### src/rtl/scurve_channel_counter_pkg.sv
`default_nettype none
// ============================================================================
// Module      : scurve_channel_counter_pkg
// Description : Shared types and constants for the S-curve channel counter.
// Revision    : 1.0 - initial release
// ============================================================================
package scurve_channel_counter_pkg;

    typedef enum logic [2:0] {
        S_IDLE  = 3'd0,
        S_COUNT = 3'd1,
        S_TAIL  = 3'd2,
        S_WRITE = 3'd3,
        S_DONE  = 3'd4
    } state_t;

    localparam int          c_NUM_TRIG             = 3;
    localparam logic [2:0]  c_FRAME_LEN            = 3'd5;
    localparam logic [2:0]  c_IDX_HEADER           = 3'd0;
    localparam logic [2:0]  c_IDX_PULSE            = 3'd1;
    localparam logic [2:0]  c_IDX_TRIG0            = 3'd2;
    localparam logic [2:0]  c_IDX_TRIG1            = 3'd3;
    localparam logic [2:0]  c_IDX_TRIG2            = 3'd4;
    localparam logic [15:0] c_FRAME_HEADER_DEFAULT = 16'hFF45;

    function automatic logic [15:0] frame_word(
        input logic [2:0]  idx,
        input logic [15:0] header,
        input logic [15:0] pulse_cnt,
        input logic [15:0] trig0_cnt,
        input logic [15:0] trig1_cnt,
        input logic [15:0] trig2_cnt
    );
        logic [15:0] word;
        word = 16'h0000;
        case (idx)
            c_IDX_HEADER: word = header;
            c_IDX_PULSE:  word = pulse_cnt;
            c_IDX_TRIG0:  word = trig0_cnt;
            c_IDX_TRIG1:  word = trig1_cnt;
            c_IDX_TRIG2:  word = trig2_cnt;
            default:      word = 16'h0000;
        endcase
        return word;
    endfunction

endpackage
`default_nettype wire

### src/rtl/scurve_edge_sync.sv
`default_nettype none
// ============================================================================
// Module      : scurve_edge_sync
// Description : Multi-flop synchroniser followed by a one-cycle edge pulse.
// Revision    : 1.0 - initial release
// ============================================================================
module scurve_edge_sync #(
    parameter int   SYNC_STAGES = 2,     // must be >= 2
    parameter logic DETECT_FALL = 1'b0   // 0: rising-edge pulse, 1: falling-edge pulse
) (
    input  logic Clk,
    input  logic reset_n,
    input  logic i_async,
    output logic o_edge
);

    logic [SYNC_STAGES-1:0] r_sync;
    logic                   r_prev;
    logic                   w_cur;

    always_ff @(posedge Clk or negedge reset_n) begin
        if (!reset_n) begin
            r_sync <= '0;
            r_prev <= 1'b0;
        end else begin
            r_sync <= {r_sync[SYNC_STAGES-2:0], i_async};
            r_prev <= r_sync[SYNC_STAGES-1];
        end
    end

    assign w_cur  = r_sync[SYNC_STAGES-1];
    assign o_edge = DETECT_FALL ? (~w_cur & r_prev) : (w_cur & ~r_prev);

endmodule
`default_nettype wire

### src/rtl/scurve_channel_counter.sv
`default_nettype none
// ============================================================================
// Module      : scurve_channel_counter
// Description : Counts injections and per-window trigger hits, then emits a
//               five-word result frame to the S-curve FIFO.
// Revision    : 1.0 - initial release
// ============================================================================
module scurve_channel_counter
    import scurve_channel_counter_pkg::*;
#(
    parameter int          SYNC_STAGES  = 2,
    parameter int          TAIL_CYCLES  = 64,
    parameter logic [15:0] FRAME_HEADER = c_FRAME_HEADER_DEFAULT
) (
    input  logic        Clk,
    input  logic        reset_n,
    input  logic        SCurve_Test_Start,
    input  logic [15:0] CPT_MAX,
    input  logic        CLK_EXT,
    input  logic        out_trigger0b,
    input  logic        out_trigger1b,
    input  logic        out_trigger2b,
    output logic [15:0] SCurve_Data,
    output logic        SCurve_Data_wr_en,
    output logic        One_Channel_Done
);

    localparam int                   c_TIMER_W   = $clog2(TAIL_CYCLES + 1);
    localparam logic [c_TIMER_W-1:0] c_TAIL_LOAD = c_TIMER_W'(TAIL_CYCLES - 1);

    state_t                 r_state;
    logic [15:0]            r_cpt_max;
    logic [15:0]            r_pulse_cnt;
    logic [15:0]            r_trig_cnt [c_NUM_TRIG];
    logic [c_NUM_TRIG-1:0]  r_hit;
    logic [c_TIMER_W-1:0]   r_tail_timer;
    logic [2:0]             r_word_idx;

    logic                   w_inject;
    logic [c_NUM_TRIG-1:0]  w_trig_b;
    logic [c_NUM_TRIG-1:0]  w_hit_edge;
    logic                   w_last_pulse;

    scurve_edge_sync #(
        .SYNC_STAGES (SYNC_STAGES),
        .DETECT_FALL (1'b0)
    ) u_inject_sync (
        .Clk     (Clk),
        .reset_n (reset_n),
        .i_async (CLK_EXT),
        .o_edge  (w_inject)
    );

    assign w_trig_b = {out_trigger2b, out_trigger1b, out_trigger0b};

    // Triggers are active-low, so a hit is the synchronised 1->0 transition.
    for (genvar gi = 0; gi < c_NUM_TRIG; gi++) begin : g_trig_sync
        scurve_edge_sync #(
            .SYNC_STAGES (SYNC_STAGES),
            .DETECT_FALL (1'b1)
        ) u_trig_sync (
            .Clk     (Clk),
            .reset_n (reset_n),
            .i_async (w_trig_b[gi]),
            .o_edge  (w_hit_edge[gi])
        );
    end

    assign w_last_pulse = ((r_pulse_cnt + 16'd1) == r_cpt_max);

    always_ff @(posedge Clk or negedge reset_n) begin
        if (!reset_n) begin
            r_state           <= S_IDLE;
            r_cpt_max         <= 16'd0;
            r_pulse_cnt       <= 16'd0;
            r_hit             <= '0;
            r_tail_timer      <= '0;
            r_word_idx        <= 3'd0;
            SCurve_Data       <= 16'd0;
            SCurve_Data_wr_en <= 1'b0;
            One_Channel_Done  <= 1'b0;
            for (int i = 0; i < c_NUM_TRIG; i++) begin
                r_trig_cnt[i] <= 16'd0;
            end
        end else begin
            SCurve_Data_wr_en <= 1'b0;
            One_Channel_Done  <= 1'b0;

            case (r_state)
                S_IDLE: begin
                    if (SCurve_Test_Start) begin
                        r_cpt_max   <= CPT_MAX;
                        r_pulse_cnt <= 16'd0;
                        r_hit       <= '0;
                        for (int i = 0; i < c_NUM_TRIG; i++) begin
                            r_trig_cnt[i] <= 16'd0;
                        end
                        if (CPT_MAX == 16'd0) begin
                            r_state           <= S_WRITE;
                            SCurve_Data       <= FRAME_HEADER;
                            SCurve_Data_wr_en <= 1'b1;
                            r_word_idx        <= c_IDX_PULSE;
                        end else begin
                            r_state <= S_COUNT;
                        end
                    end
                end

                S_COUNT: begin
                    if (w_inject) begin
                        // Close the previous window; same-cycle hits open the new one.
                        for (int i = 0; i < c_NUM_TRIG; i++) begin
                            r_trig_cnt[i] <= r_trig_cnt[i] + 16'(r_hit[i]);
                        end
                        r_hit       <= w_hit_edge;
                        r_pulse_cnt <= r_pulse_cnt + 16'd1;
                        if (w_last_pulse) begin
                            r_state      <= S_TAIL;
                            r_tail_timer <= c_TAIL_LOAD;
                        end
                    end else if (r_pulse_cnt != 16'd0) begin
                        r_hit <= r_hit | w_hit_edge;
                    end
                end

                S_TAIL: begin
                    if (r_tail_timer == '0) begin
                        for (int i = 0; i < c_NUM_TRIG; i++) begin
                            r_trig_cnt[i] <= r_trig_cnt[i] + 16'(r_hit[i] | w_hit_edge[i]);
                        end
                        r_hit             <= '0;
                        r_state           <= S_WRITE;
                        SCurve_Data       <= FRAME_HEADER;
                        SCurve_Data_wr_en <= 1'b1;
                        r_word_idx        <= c_IDX_PULSE;
                    end else begin
                        r_tail_timer <= r_tail_timer - 1'b1;
                        r_hit        <= r_hit | w_hit_edge;
                    end
                end

                S_WRITE: begin
                    if (r_word_idx == c_FRAME_LEN) begin
                        r_state          <= S_DONE;
                        One_Channel_Done <= 1'b1;
                    end else begin
                        SCurve_Data       <= frame_word(r_word_idx, FRAME_HEADER, r_pulse_cnt,
                                                        r_trig_cnt[0], r_trig_cnt[1], r_trig_cnt[2]);
                        SCurve_Data_wr_en <= 1'b1;
                        r_word_idx        <= r_word_idx + 3'd1;
                    end
                end

                S_DONE: begin
                    r_state <= S_IDLE;
                end

                default: begin
                    r_state <= S_IDLE;
                end
            endcase
        end
    end

endmodule
`default_nettype wire

### config.mk
export PLATFORM = sky130hd
export DESIGN_NAME = scurve_channel_counter
export DESIGN_NICKNAME = d
export VERILOG_FILES = /design/src/rtl/scurve_channel_counter_pkg.sv /design/src/rtl/scurve_edge_sync.sv /design/src/rtl/scurve_channel_counter.sv
export SDC_FILE = /design/constraint.sdc
export NUM_CORES = 1
export LEC_CHECK = 0
export ABC_AREA = 1
export CORE_ASPECT_RATIO = 1.25
export CORE_MARGIN = 3
export CORE_UTILIZATION = 48
export CTS_CLUSTER_DIAMETER = 50
export DETAILED_ROUTE_END_ITERATION = 8
export GPL_TIMING_DRIVEN = 0
export PLACE_DENSITY = 0.67
export SYNTH_ARGS = -nofsm -noshare
export SYNTH_HDL_FRONTEND = slang
export SYNTH_SLANG_ARGS = --single-unit
### constraint.sdc
create_clock -name Clk -period 6.46 [get_ports Clk]
set_input_delay 1.292 -clock Clk [delete_from_list [all_inputs] [get_ports Clk]]
set_output_delay 1.292 -clock Clk [all_outputs]
set_load 0.01 [all_outputs]
==> results.tsv, run 1 <==
stage	metric	value	unit
outcome	status	finished, final reports clean	
placement	DPL Wire Length	14300	um
finish	nets@finish	974	
logic_synthesis	multiplexer share of the synthesized area	0	%
floorplanning	I/O Pins	41	
grt	number of global-route vias before repair	5893	
run	max_cap viols	0	
pwr	worst IR drop on VDD	0.185	mV
placement	Area after DPL	7420	um2
timing	clk_skew	0.00547	ns
timing	Achievable Freq	318	MHz
logic_synthesis	Yosys Warn Count	0	
timing	final critical-path share of the clock period	48.6	%
logic_synthesis	Netlist cell types	41	
floorplanning	Die X	112	um
cts	root buf cell	clkbuf_16	
grt	GRT Resource Usage Total	25.4	%
route	via count	6283	
cts	Num CTS Buffers	17	
floorplanning	Rows	47	
logic_synthesis	cell taking the most area after synthesis	dfrtp_1	
critical_path	WP data arrival	3.47	ns
placement	Buffers on Ports	40	
timing	Final Hold Viols	0	
route	Via-to-Cell Ratio	5.60	
logic_synthesis	Adder-Cell Fraction of Synth Area	2.58	%
floorplanning	die area	15600	um2
logic_synthesis	post-synth net total	914	
critical_path	crit path cell chain	clkdlybuf4s50_1 -> nor2_1 -> nand4_1 -> nor4_1 -> nand2_1 -> nand2_1 -> buf_2 -> nor2_1 -> a31oi_1	
logic_synthesis	XOR/XNOR Fraction of Synth Area	0.904	%
finish	final cell count without fillers	1121	
timing	crit path time final	3.14	ns
finish	# diodes	0	
timing	Final setup viols	0	
cts	clk_lat worst skew	0.42	ns
logic_synthesis	FF+latch count, synth	126	
floorplanning	core box area	13500	um2
route	DRT Pass-1 Iters	5	
critical_path	endpoint type of the worst setup path	register	
cts	hold_buf cts	0	
critical_path	Worst setup SP type	input pin	
logic_synthesis	top cells by count, synth	nand2_1, dfrtp_1, inv_1	
grt	largest net degree at the start of global routing	71	
logic_synthesis	Seq/Total Area, Yosys	46.5	%
cts	CTS clk-pin slew, worst paths	0.06	ns
route	# DRC	0	
cts	Post-CTS Setup Bufs	0	
critical_path	CP peak stage delay	0.46	ns
cts	H-tree depth	4	
logic_synthesis	EDFF count, synth	0	
pwr	Leakage Power	3.53	nW
logic_synthesis	compound-gate portion of the synthesized area	13.9	%
timing	Max Slew Vio Count	0	
finish	Area Growth Syn to Fin	17.9	%
logic_synthesis	Post-Syn Area	6780	um2
placement	Placed Cells	1089	
logic_synthesis	cells after synthesis	877	
pwr	Pwr per Cell Area	415	nW/um2
critical_path	WP data required	6.79	ns
logic_synthesis	Main synth FF type	dfrtp_1	
placement	Routability Congestion	0.973	
grt	first-pass GRT wire length	30900	um
finish	fraction of layout cells with a size suffix above 1	6.63	%
route	antenna viol nets, final	0	
logic_synthesis	area share of the largest cell type after synthesis	46.5	%
logic_synthesis	simple-gate share of the synthesized area	28.1	%
route	drt total wl	19200	um
timing	Slew headroom	46.0	%
critical_path	type of the worst setup path	in -> reg	
logic_synthesis	top post-synthesis cells by area	dfrtp_1, nand2_1, inv_1, nand3_1, nor2_1	
finish	Design Area, Final	7990	um2
route	Iteration-0 DRC Markers	519	
grt	total grt overflow	0	
cts	CTS tree	done	
logic_synthesis	syn avg cell area	7.73	um2
timing	slew at the pin closest to its max-slew limit	0.810	ns
route	Routed WL per cell	17.1	um
floorplanning	chip height	139	um
cts	post-cts sizing count	0	
logic_synthesis	Post-synth ARST share	100	%
finish	Core Util, Final	59.1	%
logic_synthesis	largest family of logic cells by synthesized area	simple AND/OR/NAND/NOR gates	
floorplanning	initial core utilization	50.1	%
critical_path	Crit Path Max Fanout	10	
cts	clock sinks	126	
grt	antenna violations before repair	0	
critical_path	Crit-path slowest cell	nor4_1	
timing	RSZ-0062 raised after global routing	false	
min_path	worst min path class	reg -> reg	
cts	Max clock buf depth	2	
logic_synthesis	most frequent cell after synthesis	nand2_1	
## per-layer routing
| metal | vias to the layer above | wire length [um] | track usage [%] | share of wire (%) |
|---|---|---|---|---|
| met1 | 2959 | 7950 | 32.1 | 42 |
| li1 | 3060 | - | - | - |
| met5 | - | 0 | 0 | 0 |
| met2 | 202 | 9100 | 40.4 | 47 |
| met4 | 0 | 1090 | 15.1 | 5.7 |
| met3 | 62 | 1020 | 4.76 | 5.3 |
## report_power, final
part / switching (mW) / internal (mW) / leakage, nW
registers: 0.120 / 0.953 / 1.65
clock network: 0.364 / 0.548 / 0.267
logic: 0.930 / 0.399 / 1.62
total: 1.41 / 1.90 / 3.53
## stage by stage
step           setup TNS, ns  hold slack, ns  total power [mW]  setup WS [ns]
2_1_floorplan              0           0.331              1.88           3.96
3_3_place_gp         -112.25           0.335              2.39         -0.903
3_5_place_dp               0           0.339              2.40           2.91
4_1_cts                    0           0.352              3.32           3.36
5_1_grt                    0           0.366              3.53           3.01
6_report                   0           0.349              3.31           3.32
## layout by cell type (no fill, tap or decap), types with 4 or more instances in the layout
cell / count
dfrtp_1: 126
nor2_2: 6
clkbuf_16: 17
clkinv_4: 4
clkdlybuf4s50_1: 39
nor4_1: 6
nand3b_1: 5
inv_1: 116
o21ai_0: 54
clkinvlp_4: 5
nor2_1: 84
nand4_1: 17
o22ai_1: 26
nand3_1: 66
nor3_1: 26
buf_2: 8
a21boi_0: 4
a21oi_1: 23
nand2_1: 210
nand2_2: 6
a221oi_1: 11
clkbuf_1: 11
o31ai_1: 5
xor2_1: 4
a31oi_1: 15
nor3b_1: 4
ha_1: 14
## critical path: cells and delay by family
family	cells	cell delay [ns]
and+or+nand+nor	6	1.30
AOI/OAI and AO/OA	1	0.17
buffers and inverters	2	0.70
## sequential cells by signal, summed over array words and instances, names as in the netlist, 3 cells and up
signal	count
SCurve_Data	16
r_trig_cnt	48
r_word_idx	3
g_trig_sync.u_trig_sync.r_prev	3
r_pulse_cnt	16
r_hit	3
r_cpt_max	16
r_state	3
r_tail_timer	7
g_trig_sync.u_trig_sync.r_sync	6
## worst paths after layout
| check | slack (ns) | end | depth (start not counted) | startpoint |
|---|---|---|---|---|
| worst max-delay path | 3.32 | SCurve_Data[13] | 9 | CPT_MAX[15] |
| worst min-delay path | 0.35 | g_trig_sync[0].u_trig_sync.r_sync[1] | 0 | g_trig_sync[0].u_trig_sync.r_sync[0] |
| worst max register to register | 3.42 | r_trig_cnt[44] | 15 | r_state[2] |
| worst min register to register | 0.35 | g_trig_sync[0].u_trig_sync.r_sync[1] | 0 | g_trig_sync[0].u_trig_sync.r_sync[0] |
| max in group asynchronous | 4.89 | r_trig_cnt[15] | 2 | reset_n |
| min in group asynchronous | 0.83 | r_cpt_max[12] | 1 | reset_n |
## cells by family (layout without fill, tap and decap cells)
family                   after synthesis  after routing
adder cells (fa/ha/maj)               14             14
AO/OA/AOI/OAI                        155            155
buffers and inverters                140            213
AND/OR/NAND/NOR                      435            435
flip-flops                           126            126
XOR/XNOR                               7              7
## area by class of cell
class	count	area, um2
inverter	119	447
fill	1270	5530
clock inverter	13	118
sequential	126	3150
multi-input combinational	611	3090
buffer	21	92.6
timing repair buffer	41	429
tap	171	214
clock buffer	19	453
Power figures use the tool's default switching activity.
==> run 2, diff against run 1 <==
--- a/config.mk
+++ b/config.mk
@@ -12,7 +12,7 @@
 export CTS_CLUSTER_DIAMETER = 50
 export DETAILED_ROUTE_END_ITERATION = 8
 export GPL_TIMING_DRIVEN = 0
-export PLACE_DENSITY = 0.67
+export PLACE_DENSITY = 0.69
 export SYNTH_ARGS = -nofsm -noshare
 export SYNTH_HDL_FRONTEND = slang
 export SYNTH_SLANG_ARGS = --single-unit
==> constraint.sdc (replaced) <==
create_clock -name Clk -period 2.6 [get_ports Clk]
set_input_delay 0.52 -clock Clk [delete_from_list [all_inputs] [get_ports Clk]]
set_output_delay 0.52 -clock Clk [all_outputs]
set_load 0.01 [all_outputs]
==> results.tsv, run 2 (synthesis gave the netlist of run 1 again) <==
stage	metric	value	unit
pwr	Clk network pwr share	27.9	%
grt	number of global-route vias before repair	6133	
timing	crit path time final	2.47	ns
run	max_cap viols	0	
pwr	Leakage Power	3.59	nW
cts	H-tree depth	4	
critical_path	Critical Path Most Common Cell	nand2_1	
route	DRT Pass-1 Iters	5	
placement	DPL Wire Length	14200	um
grt	total grt overflow	0	
timing	Final setup viols	0	
critical_path	CP startpoint	r_state[2]	
route	Iteration-0 DRC Markers	562	
pwr	Seq pwr share	31.7	%
critical_path	CP peak stage delay	0.38	ns
critical_path	type of the worst setup path	reg -> reg	
cts	clock sinks	126	
route	# DRC	0	
timing	RSZ-0062 raised after global routing	true	
cts	Max clock buf depth	2	
finish	final cell count without fillers	1128	
grt	first-pass GRT wire length	31300	um
placement	Placed Cells	1089	
route	via count	6460	
floorplanning	I/O Pins	41	
pwr	Switch Pwr	3.54	mW
pwr	Pwr per Cell Area	1030	nW/um2
critical_path	WP data required	2.90	ns
grt	largest net degree at the start of global routing	98	
route	antenna viol nets, final	0	
critical_path	endpoint type of the worst setup path	register	
timing	final critical-path share of the clock period	95.0	%
grt	GRT Resource Usage Total	25.5	%
critical_path	crit path cell chain	inv_1 -> nand2_1 -> nor2_4 -> inv_2 -> o21ai_0 -> ha_1 -> ha_1 -> inv_1 -> nor3_2 -> nand2_1 -> nor2_2 -> nand2_1 -> nor2_4 -> nand2_1 -> o21ai_1 -> a21oi_1	
pwr	Sw Share	42.0	%
pwr	worst IR drop on VDD	0.545	mV
floorplanning	Rows	47	
floorplanning	Die X	112	um
finish	Most flops, register	r_trig_cnt	
route	Routed WL per cell	17.4	um
cts	CTS tree	done	
route	Via-to-Cell Ratio	5.73	
critical_path	Worst setup SP type	register	
timing	hold_ws	0.352	ns
floorplanning	core box area	13500	um2
critical_path	Crit-path slowest cell	dfrtp_1	
timing	Max Slew Vio Count	0	
timing	Achievable Freq	405	MHz
placement	Buffers on Ports	40	
finish	# diodes	0	
floorplanning	die area	15600	um2
min_path	worst min path class	reg -> reg	
finish	Area Growth Syn to Fin	20.5	%
timing	clk_skew	0.00784	ns
floorplanning	initial core utilization	50.1	%
pwr	combinational share of power	40.5	%
timing	Final Hold Viols	0	
cts	Num CTS Buffers	17	
cts	root buf cell	clkbuf_16	
route	drt total wl	19600	um
pwr	Int Power	4.89	mW
placement	Routability Congestion	0.920	
floorplanning	chip height	139	um
critical_path	Crit Path Max Fanout	6	
grt	antenna violations before repair	0	
critical_path	worst r2r src	r_state[2]	
finish	max reg flops	48	
timing	Slew headroom	47.9	%
finish	most common cell after layout, fill and taps aside	nand2_1	
cts	clk_lat worst skew	0.42	ns
finish	fraction of layout cells with a size suffix above 1	9.51	%
timing	slew at the pin closest to its max-slew limit	0.781	ns
critical_path	WP data arrival	2.77	ns
min_path	hold wc startpoint	u_inject_sync.r_sync[0]	
finish	nets@finish	981	
finish	most frequent cells in the layout	nand2_1, dfrtp_1, inv_1	
outcome	status	finished, final reports clean	
cts	CTS clk-pin slew, worst paths	0.06	ns
## run 2: cell type report
type / count / area (um2)
Fill cell: 1239 / 5360
Multi-Input combinational cell: 611 / 3190
Sequential cell: 126 / 3150
Timing Repair Buffer: 49 / 492
Clock buffer: 21 / 470
Inverter: 119 / 447
Tap cell: 171 / 214
Clock inverter: 11 / 115
Buffer: 20 / 92.6
## run 2: per-layer routing
metal / up-vias / global-route usage [%] / part of all wire, %
met2: 238 / 41.2 / 49
met4: 0 / 15.0 / 4.8
met3: 57 / 4.36 / 6.2
met1: 3095 / 32.0 / 40
met5: - / 0 / 0
li1: 3070 / - / -
## run 2: metrics by stage
stage / utilization, % / setup TNS [ns] / worst slack [ns] / power [mW] / cell area [um2]
floorplan: - / 0 / 0.162 / 4.67 / 6780
global placement: 54.7 / -517.46 / -4.08 / 5.91 / 7390
detailed placement: 54.9 / -7.20 / -0.517 / 5.98 / 7420
CTS: 59.7 / 0 / 0.0412 / 8.38 / 8070
global route: 60.4 / -0.185 / -0.0372 / 8.94 / 8170
finish: 60.4 / 0 / 0.130 / 8.44 / 8170
## run 2: final timing paths
path                                      endpoint  slack, ns  depth (start not counted)
max                                 r_trig_cnt[28]       0.13                         16
min in group asynchronous             r_cpt_max[9]       0.54                          2
max in group asynchronous           SCurve_Data[9]       1.28                          3
max reg2reg                         r_trig_cnt[28]       0.13                         16
min reg2reg                u_inject_sync.r_sync[1]       0.35                          0
min                        u_inject_sync.r_sync[1]       0.35                          0
## run 2: timing repair
item	4_1_cts	5_1_grt
pin swaps	4	9
setup endpoints to repair	26	47
setup buffers	2	5
hold buffers	1	0
endpoints found under the hold margin	29	0
gates resized for setup	13	19
## run 2: critical path, delay by kind of cell (launching register included)
kind            cells  cell delay [ns]
compound gates      3             0.36
fa+ha+maj           2             0.35
buf+inv             3             0.23
flops               1             0.38
simple gates        8             1.02
## run 2: power groups by stage
stage	logic [mW]	registers [mW]	clock network (mW)
5_1_grt	3.76	2.72	2.46
6_report	3.41	2.67	2.35
3_3_place_gp	3.22	2.69	0
3_5_place_dp	3.29	2.69	0
2_1_floorplan	2.02	2.65	0
4_1_cts	3.34	2.67	2.37
